**src/rtl/worker_batch_seq_pkg.sv**
```systemverilog
// Shared definitions for the worker batch sequencer: state encoding and
// derived SRAM address widths.
package worker_batch_seq_pkg;

    typedef enum logic [2:0] {
        StIdle  = 3'd0,
        StClear = 3'd1,
        StRun   = 3'd2,
        StStep  = 3'd3,
        StDone  = 3'd4,
        StFlush = 3'd5
    } state_t;

    // vid address = {iteration LSBs, batch bits above the sub-batch field}
    function automatic int unsigned vid_addr_space(input int unsigned vid_iter_bits,
                                                   input int unsigned batch_bw,
                                                   input int unsigned sub_bat_bw);
        return vid_iter_bits + batch_bw - sub_bat_bw;
    endfunction

    // dist address = {vid index, sub-batch}
    function automatic int unsigned dist_addr_space(input int unsigned vid_idx_bw,
                                                    input int unsigned sub_bat_bw);
        return vid_idx_bw + sub_bat_bw;
    endfunction

endpackage

```
**src/rtl/worker_batch_seq.sv**
```systemverilog
// Batch sequencer for one graph worker: runs iter_num clear/run iterations per batch,
// drives SRAM read addresses, gates worker writes, and adds abort/watchdog handling.
module worker_batch_seq
    import worker_batch_seq_pkg::*;
#(
    parameter int unsigned BATCH_BW      = 8,
    parameter int unsigned SUB_BAT_BW    = 4,
    parameter int unsigned VID_IDX_BW    = 12,
    parameter int unsigned ITER_BW       = 4,
    parameter int unsigned VID_ITER_BITS = 1,
    parameter int unsigned TIMEOUT_BW    = 16,
    parameter int unsigned WCNT_BW       = 16,
    localparam int unsigned VID_ADDR_SPACE  = vid_addr_space(VID_ITER_BITS, BATCH_BW, SUB_BAT_BW),
    localparam int unsigned DIST_ADDR_SPACE = dist_addr_space(VID_IDX_BW, SUB_BAT_BW)
) (
    input  logic                       clk,
    input  logic                       rst,
    input  logic                       start,
    input  logic                       abort,
    input  logic [BATCH_BW-1:0]        batch_num,
    input  logic [ITER_BW-1:0]         iter_num,
    input  logic [TIMEOUT_BW-1:0]      timeout_limit,
    input  logic                       wk_batch_finish,
    input  logic [SUB_BAT_BW-1:0]      wk_sub_bat,
    input  logic [VID_IDX_BW-1:0]      wk_vid,
    input  logic                       wk_wen,
    output logic                       wk_en,
    output logic                       wk_rst,
    output logic [VID_ADDR_SPACE-1:0]  vid_sram_raddr,
    output logic [DIST_ADDR_SPACE-1:0] dist_sram_raddr,
    output logic [SUB_BAT_BW-1:0]      loc_sram_raddr,
    output logic                       sram_wen,
    output logic                       busy,
    output logic                       done,
    output logic [ITER_BW-1:0]         iter_cnt,
    output logic [WCNT_BW-1:0]         wr_cnt,
    output logic                       timeout_err
);

    state_t                  r_state;
    state_t                  w_state_d;
    logic [BATCH_BW-1:0]     r_batch;
    logic [ITER_BW-1:0]      r_iter;
    logic [TIMEOUT_BW-1:0]   r_limit;
    logic [ITER_BW-1:0]      r_iter_cnt;
    logic [WCNT_BW-1:0]      r_wr_cnt;
    logic                    r_timeout_err;
    logic [TIMEOUT_BW-1:0]   r_wdog;

    logic                    w_run;
    logic                    w_accept;
    logic                    w_step;
    logic                    w_timeout;
    logic [ITER_BW-1:0]      w_iter_inc;
    logic [TIMEOUT_BW-1:0]   w_wdog_inc;

    assign w_run      = (r_state == StRun);
    assign w_iter_inc = r_iter_cnt + 1'b1;
    assign w_wdog_inc = r_wdog + 1'b1;

    // Next-state decode; priority in RUN is abort > timeout > batch_finish
    always_comb begin
        w_state_d = r_state;
        w_accept  = 1'b0;
        w_step    = 1'b0;
        w_timeout = 1'b0;
        case (r_state)
            StIdle: begin
                if (start) begin
                    w_accept  = 1'b1;
                    w_state_d = (iter_num == '0) ? StDone : StClear;
                end
            end
            StClear: begin
                w_state_d = abort ? StFlush : StRun;
            end
            StRun: begin
                if (abort) begin
                    w_state_d = StFlush;
                end else if ((r_limit != '0) && (w_wdog_inc == r_limit)) begin
                    w_timeout = 1'b1;
                    w_state_d = StFlush;
                end else if (wk_batch_finish) begin
                    w_state_d = StStep;
                end
            end
            StStep: begin
                if (abort) begin
                    w_state_d = StFlush;
                end else begin
                    w_step    = 1'b1;
                    w_state_d = (w_iter_inc == r_iter) ? StDone : StClear;
                end
            end
            StDone:  w_state_d = StIdle;
            StFlush: w_state_d = StIdle;
            default: w_state_d = StIdle;
        endcase
    end

    // State register
    always_ff @(posedge clk or posedge rst) begin
        if (rst) begin
            r_state <= StIdle;
        end else begin
            r_state <= w_state_d;
        end
    end

    // Latched batch parameters, counters, watchdog and sticky timeout flag
    always_ff @(posedge clk or posedge rst) begin
        if (rst) begin
            r_batch       <= '0;
            r_iter        <= '0;
            r_limit       <= '0;
            r_iter_cnt    <= '0;
            r_wr_cnt      <= '0;
            r_timeout_err <= 1'b0;
            r_wdog        <= '0;
        end else begin
            // Watchdog only runs in RUN, so it restarts from 0 on every entry
            r_wdog <= w_run ? w_wdog_inc : '0;
            if (w_accept) begin
                r_batch       <= batch_num;
                r_iter        <= iter_num;
                r_limit       <= timeout_limit;
                r_iter_cnt    <= '0;
                r_wr_cnt      <= '0;
                r_timeout_err <= 1'b0;
            end else begin
                if (w_step) begin
                    r_iter_cnt <= w_iter_inc;
                end
                if (w_timeout) begin
                    r_timeout_err <= 1'b1;
                end
                if (sram_wen && (r_wr_cnt != '1)) begin
                    r_wr_cnt <= r_wr_cnt + 1'b1;
                end
            end
        end
    end

    assign wk_en           = w_run;
    assign wk_rst          = (r_state == StIdle) || (r_state == StClear) || (r_state == StFlush);
    assign busy            = (r_state != StIdle);
    assign done            = (r_state == StDone);
    assign sram_wen        = wk_wen & w_run;
    assign vid_sram_raddr  = {r_iter_cnt[VID_ITER_BITS-1:0], r_batch[BATCH_BW-1:SUB_BAT_BW]};
    assign dist_sram_raddr = w_run ? {wk_vid, wk_sub_bat} : '0;
    assign loc_sram_raddr  = w_run ? wk_sub_bat : '0;
    assign iter_cnt        = r_iter_cnt;
    assign wr_cnt          = r_wr_cnt;
    assign timeout_err     = r_timeout_err;

endmodule

```
**config.mk**
```make
export PLATFORM = sky130hd
export DESIGN_NAME = worker_batch_seq
export DESIGN_NICKNAME = d
export VERILOG_FILES = /design/src/rtl/worker_batch_seq_pkg.sv /design/src/rtl/worker_batch_seq.sv
export SDC_FILE = /design/constraint.sdc
export NUM_CORES = 1
export LEC_CHECK = 0
export CORE_ASPECT_RATIO = 1.5
export CORE_MARGIN = 1
export CORE_UTILIZATION = 40
export DETAILED_ROUTE_END_ITERATION = 12
export PLACE_DENSITY = 0.69
export SETUP_SLACK_MARGIN = 0.5
export SYNTH_ARGS = -nofsm -noshare
export SYNTH_HDL_FRONTEND = slang
export SYNTH_SLANG_ARGS = --single-unit
```
**constraint.sdc**
```tcl
create_clock -name clk -period 2.46 [get_ports clk]
set_input_delay 0.492 -clock clk [delete_from_list [all_inputs] [get_ports clk]]
set_output_delay 0.492 -clock clk [all_outputs]
set_load 0.05 [all_outputs]
```
==> impl_metrics.json, run 1 <==
{
  "holdPathEnd": "r_batch[5]",
  "r2r_end": "r_state[1]",
  "regArea_um2": 1630,
  "cts_made_buffers": 9,
  "sw_frac_of_total_pct": 39.0,
  "crit_slowest_cell": "dfrtp_2",
  "fillerInstances": 670,
  "hold_buffers": 0,
  "reg2reg_from": "r_wdog[9]",
  "grt_first_pass_wirelength_mm": 16.1,
  "critical_path.most_common_cell": "nor4_4",
  "drt_iter0_drc": 165,
  "hpwl_mm": 6.62,
  "drv_cap": 0,
  "synth-seq-area-share_pct": 44.4,
  "cts.root.buffer_cell": "clkbuf_16",
  "cts_tree": "built",
  "synth_cell_types": 52,
  "grt_use_total_pct": 22.1,
  "synth_seq_cells": 64,
  "p_switching_w": 0.00204,
  "critPathBufInv": 1,
  "vias_per_cell": 5.26,
  "crit_type": "flip-flop to flip-flop",
  "chipWidth_um": 79.6,
  "intPower_w": 0.00320,
  "die-area_um2": 9420,
  "yosysMostFrequentCell": "nand2_1",
  "worstHoldPathCells": 2,
  "num_rows": 42,
  "post-route-min-period_ns": 2.20,
  "place_congestion": 0.897,
  "skew_ns": 0.00786,
  "syn_nets": 459,
  "syn_avg_cell_area_um2": 8.89,
  "slew-limit-headroom_pct": 64.0,
  "power_leakage_nw": 2.64,
  "port_buffers": 96,
  "ant_nets": 0,
  "powerDensity_nw_per_um2": 902,
  "die_h_um": 118,
  "yosys_warnings": 0,
  "wl_mm": 10.1,
  "synthArstFlopShare_pct": 100,
  "min_from": "r_batch[5]",
  "synth_top_area_share_pct": 44.4,
  "setup_viol_count_final": 0,
  "final_cells": 650,
  "max_stage_delay_ns": 0.42,
  "worstPathMaxFanout": 6,
  "synth_area_um2": 3610,
  "critical-path-top-delay-family": "simple AND/OR/NAND/NOR gates",
  "clock_sinks": 64,
  "power_frac_seq_pct": 30.0,
  "worstPathRequired_ns": 2.64,
  "num_vias": 3420,
  "status": "completed",
  "clockPowerShare_pct": 25.3,
  "fmax_mhz": 454,
  "multi_input_area_um2": 2060,
  "vdd_drop_max_mv": 0.648,
  "yosys.area.top_type": "dfrtp_1",
  "end_kind": "flip-flop",
  "ios": 101,
  "worst_hold_path_type": "flip-flop to flip-flop",
  "rsz0062_at_grt": "true",
  "rr_worst_depth": 7,
  "drc": 0,
  "nets": 588,
  "antenna_found_initial": 0,
  "syn_inst": 406,
  "globalRouteOverflowTotal": 0,
  "drive_gt1_share_pct": 30.2,
  "cts.path.max_buffers": 2,
  "clk_pin_slew_worst_paths_ns": 0.06,
  "r2r_slack_ns": 0.26,
  "firstDrtPassIters": 4,
  "wl_per_cell_um": 15.5,
  "synthTopCellsByCount": "84 x nand2_1, 64 x dfrtp_1, 39 x nor2_1, 25 x xnor2_1, 20 x and2_1",
  "finalCritPeriodShare_pct": 89.6,
  "arrival_ns": 2.38,
  "clk_latency_ns": 0.33,
  "synth_edf_count": 0,
  "antennaDiodeCount": 0,
  "syn_to_final_growth_pct": 60.8,
  "core-area_um2": 8780,
  "place_inst": 598,
  "synth_ff_type": "dfrtp_1",
  "h-tree-depth": 3,
  "crit_chain": "nand4_1 -> buf_4 -> nor4_4 -> a21oi_2 -> a211o_2 -> nor4_4 -> a31oi_1",
  "grt_pass1_vias": 3414,
  "slew_viol_final": 0,
  "setup_tns_ns": 0,
  "start_util_pct": 41.1,
  "p_comb_share_pct": 44.7,
  "hold_viol": 0,
  "synth_area_leaders": "dfrtp_1 44%, nand2_1 8.7%, xnor2_1 6.1%",
  "worst_pin_slew_ns": 0.538,
  "startpoint_type": "flip-flop",
  "grt_max_degree": 65
}
## worst reg2reg max path: cells and delay by family, from the launching register on
family / cells / cell delay (ns)
AO/OA/AOI/OAI: 3 / 0.55
buffers and inverters: 1 / 0.19
flip-flops: 1 / 0.42
AND/OR/NAND/NOR: 3 / 0.89
## placed cells by master (no fill, tap or decap), types with 5 or more instances in the layout
master and instances:
nand2_1 83, clkdlybuf4s50_1 45, dfrtp_1 44, nor2_1 37
buf_4 32, buf_12 28, dlygate4sd2_1 26, xnor2_1 25
dfrtp_2 20, nand3_1 17, xor2_1 16, and2_4 16
o21ai_0 13, inv_1 11, clkbuf_16 9, nor3_2 6
a21oi_1 6, nor4_1 6, nand4_1 5, a31oi_1 5
nand2b_1 5
## sequential cells by signal, summed over array words and instances (netlist names)
name	count
r_state	3
iter_cnt	4
r_iter	4
r_wdog	16
r_limit	16
wr_cnt	16
timeout_err	1
r_batch	4
## layout make-up
cell class / count / share of cell area [%]
tap: 110 / 2.37
clock buffer: 11 / 4.35
clock inverter: 5 / 1.10
sequential: 64 / 28.0
multi-input combinational: 306 / 35.5
inverter: 14 / 1.06
timing repair buffer: 140 / 27.6
## power groups by stage
stage          combinational, W  sequential, W  clock (W)
4_1_cts                 0.00224        0.00156    0.00134
2_1_floorplan           0.00120        0.00167          0
3_3_place_gp            0.00196        0.00160          0
6_report                0.00234        0.00157    0.00132
3_5_place_dp            0.00199        0.00161          0
5_1_grt                 0.00251        0.00160    0.00138
## routing by layer
layer / track usage [%] / wire (um) / vias to the layer above
met2: 39.0 / 5420 / 90
met5: 0 / 0 / -
met3: 4.02 / 355 / 29
met1: 25.2 / 3960 / 1679
li1: - / - / 1622
met4: 10.3 / 330 / 0
## cell families after synthesis
| family | count (synthesis) | share of synthesized area, % |
|---|---|---|
| mux | 3 | 0.832 |
| flops | 64 | 44.4 |
| xor+xnor | 43 | 11.3 |
| compound gates | 45 | 8.45 |
| buf+inv | 36 | 5.02 |
| simple gates | 212 | 29.0 |
| fa+ha+maj | 3 | 1.04 |
## worst max-delay path by stage
| stage | from | end | slack, ns | cells past startpoint |
|---|---|---|---|---|
| 6_report | r_wdog[9] | r_state[1] | 0.26 | 7 |
| 4_1_cts | r_wdog[1] | timeout_err | 0.29 | 7 |
| 2_1_floorplan | r_wdog[9] | timeout_err | 0.43 | 7 |
| 3_3_place_gp | r_wdog[2] | timeout_err | 0.22 | 6 |
| 3_5_place_dp | r_wdog[2] | timeout_err | 0.18 | 6 |
| 5_1_grt | r_wdog[0] | r_state[1] | 0.16 | 8 |
## through the flow
step | instance area (um2) | worst slack [ns] | util [%] | hold slack, ns | total power, W
final | 5810 | 0.257 | 66.2 | 0.473 | 0.00523
after global routing | 5810 | 0.163 | 66.2 | 0.502 | 0.00549
after CTS | 5590 | 0.287 | 63.7 | 0.474 | 0.00514
after detailed placement | 4960 | 0.183 | 56.5 | 0.466 | 0.00360
after global placement | 4960 | 0.222 | 56.5 | 0.461 | 0.00357
after floorplan | 3720 | 0.435 | - | 0.447 | 0.00288
## timing repair
action | in CTS | in global routing
endpoints found under the setup margin | 61 | 39
cloned | 2 | 0
resized for setup | 71 | 25
buffers inserted | 17 | 17
pin swaps | 20 | 19
Power figures use the tool's default switching activity.
==> run 2, diff against run 1 <==
--- a/config.mk
+++ b/config.mk
@@ -8,8 +8,9 @@
 export CORE_ASPECT_RATIO = 1.5
 export CORE_MARGIN = 1
 export CORE_UTILIZATION = 40
+export CTS_CLUSTER_DIAMETER = 40
 export DETAILED_ROUTE_END_ITERATION = 12
-export PLACE_DENSITY = 0.69
+export PLACE_DENSITY = 0.8
 export SETUP_SLACK_MARGIN = 0.5
 export SYNTH_ARGS = -nofsm -noshare
 export SYNTH_HDL_FRONTEND = slang
==> impl_metrics.json, run 2 (synthesized netlist as in run 1, its figures left out) <==
{
  "status": "completed",
  "antennaDiodeCount": 0,
  "finalCritPeriodShare_pct": 88.7,
  "startpoint_type": "flip-flop",
  "start_util_pct": 41.1,
  "place_congestion": 0.923,
  "setup_viol_count_final": 0,
  "nets": 574,
  "firstDrtPassIters": 5,
  "ios": 101,
  "rsz0062_at_grt": "true",
  "die-area_um2": 9420,
  "globalRouteOverflowTotal": 0,
  "grt_pass1_vias": 3486,
  "wl_mm": 10.5,
  "worstPathMaxFanout": 4,
  "whs_ns": 0.475,
  "cts_made_buffers": 9,
  "cts.root.buffer_cell": "clkbuf_16",
  "vdd_drop_max_mv": 0.793,
  "p_switching_w": 0.00198,
  "crit_slowest_cell": "dfrtp_2",
  "end_kind": "flip-flop",
  "core-area_um2": 8780,
  "worst_hold_path_type": "flip-flop to flip-flop",
  "num_rows": 42,
  "drc": 0,
  "die_h_um": 118,
  "place_area_um2": 4960,
  "clockPowerShare_pct": 24.4,
  "clock_sinks": 64,
  "critPathBufInv": 0,
  "ant_nets": 0,
  "grt_max_degree": 44,
  "intPower_w": 0.00293,
  "critical-path-top-delay-family": "simple AND/OR/NAND/NOR gates",
  "post-route-min-period_ns": 2.18,
  "p_comb_share_pct": 43.0,
  "final_cells": 636,
  "place_inst": 598,
  "layout_commonest_cell": "nand2_1",
  "slew_viol_final": 0,
  "worst_pin_slew_ns": 0.562,
  "port_buffers": 96,
  "antenna_found_initial": 0,
  "sw_frac_of_total_pct": 40.3,
  "drt_iter0_drc": 288,
  "hpwl_mm": 6.95,
  "final_cell_mix": "84 x nand2_1, 46 x dfrtp_1, 45 x clkdlybuf4s50_1",
  "slew-limit-headroom_pct": 62.4,
  "wl_per_cell_um": 16.5,
  "grt_use_total_pct": 23.1,
  "power_leakage_nw": 2.57,
  "power_frac_seq_pct": 32.7,
  "clk_pin_slew_worst_paths_ns": 0.05,
  "worst_slack_ns": 0.278,
  "final_area_um2": 5540,
  "worstPathRequired_ns": 2.72,
  "drive_gt1_share_pct": 25.3,
  "hold_buffers": 0,
  "cts.path.max_buffers": 2,
  "crit_chain": "ha_4 -> nand4_1 -> or3_4 -> xnor2_1 -> a211o_2 -> nor4_4 -> a32o_1",
  "setup_tns_ns": 0,
  "h-tree-depth": 3,
  "drv_cap": 0,
  "hold_viol": 0,
  "syn_to_final_growth_pct": 53.5,
  "fmax_mhz": 458,
  "vias_per_cell": 5.42,
  "cts_tree": "built",
  "arrival_ns": 2.45,
  "num_vias": 3450,
  "pre_cts_ws_ns": 0.168,
  "grt_first_pass_wirelength_mm": 16.7,
  "max_stage_delay_ns": 0.40,
  "crit_type": "flip-flop to flip-flop",
  "skew_ns": 0.00401,
  "clk_latency_ns": 0.33,
  "chipWidth_um": 79.6,
  "powerDensity_nw_per_um2": 885
}
run 2: changes by cell type in the layout (fill, tap and decap cells not counted), moves of 3 or more:
cell | before | now
buf_6 | 4 | 1
nor3_2 | 6 | 3
and2_1 | 4 | 15
nor3_4 | 2 | 5
and2_4 | 16 | 5
clkinv_2 | 0 | 3
buf_4 | 32 | 27
buf_12 | 28 | 25
run 2: cell type report:
type	instances	area, um2
clock inverter	3	15.0
multi-input combinational	306	2040
fill	635	3230
sequential	64	1620
timing repair buffer	126	1400
inverter	14	56.3
clock buffer	13	270
tap	110	138
run 2: through the flow:
step	total power [W]	utilization (%)
floorplan	0.00288	-
global placement	0.00355	56.5
detailed placement	0.00362	56.5
CTS	0.00486	61.0
global route	0.00517	63.1
finish	0.00491	63.1
run 2: path summary, 6_finish.rpt:
path | start | to | slack (ns) | cells after the start
worst min-delay path | r_batch[7] | r_batch[7] | 0.48 | 2
worst min register to register | r_batch[7] | r_batch[7] | 0.48 | 2
max in group asynchronous | rst | wr_cnt[0] | 1.32 | 3
min in group asynchronous | rst | r_batch[5] | 0.55 | 2
worst max-delay path | r_wdog[0] | timeout_err | 0.28 | 7
worst max register to register | r_wdog[0] | timeout_err | 0.28 | 7
run 2: layer usage:
metal / share of wire, % / track usage, %
met1: 36 / 25.6
met2: 56 / 40.0
met3: 5.0 / 5.48
met4: 3.1 / 11.6
met5: 0 / 0
run 2: repair_timing:
action | 4_1_cts | 5_1_grt
gates resized for setup | 48 | 30
pin swaps | 7 | 14
endpoints found under the setup margin | 60 | 39
setup buffers | 10 | 12
gates cloned | 0 | 0
run 2: tightest hold or removal path, stage by stage, from the launching register on:
cell and delay (ns):
dfrtp_1 0.34, nand2_1 0.05, nand2_1 0.06
run 2: power groups by stage:
stage | Clock, W | Combinational [W] | Sequential [W]
6_report | 0.00120 | 0.00211 | 0.00160
5_1_grt | 0.00127 | 0.00227 | 0.00163
4_1_cts | 0.00121 | 0.00206 | 0.00158
3_5_place_dp | 0 | 0.00200 | 0.00161
3_3_place_gp | 0 | 0.00195 | 0.00160
2_1_floorplan | 0 | 0.00120 | 0.00167
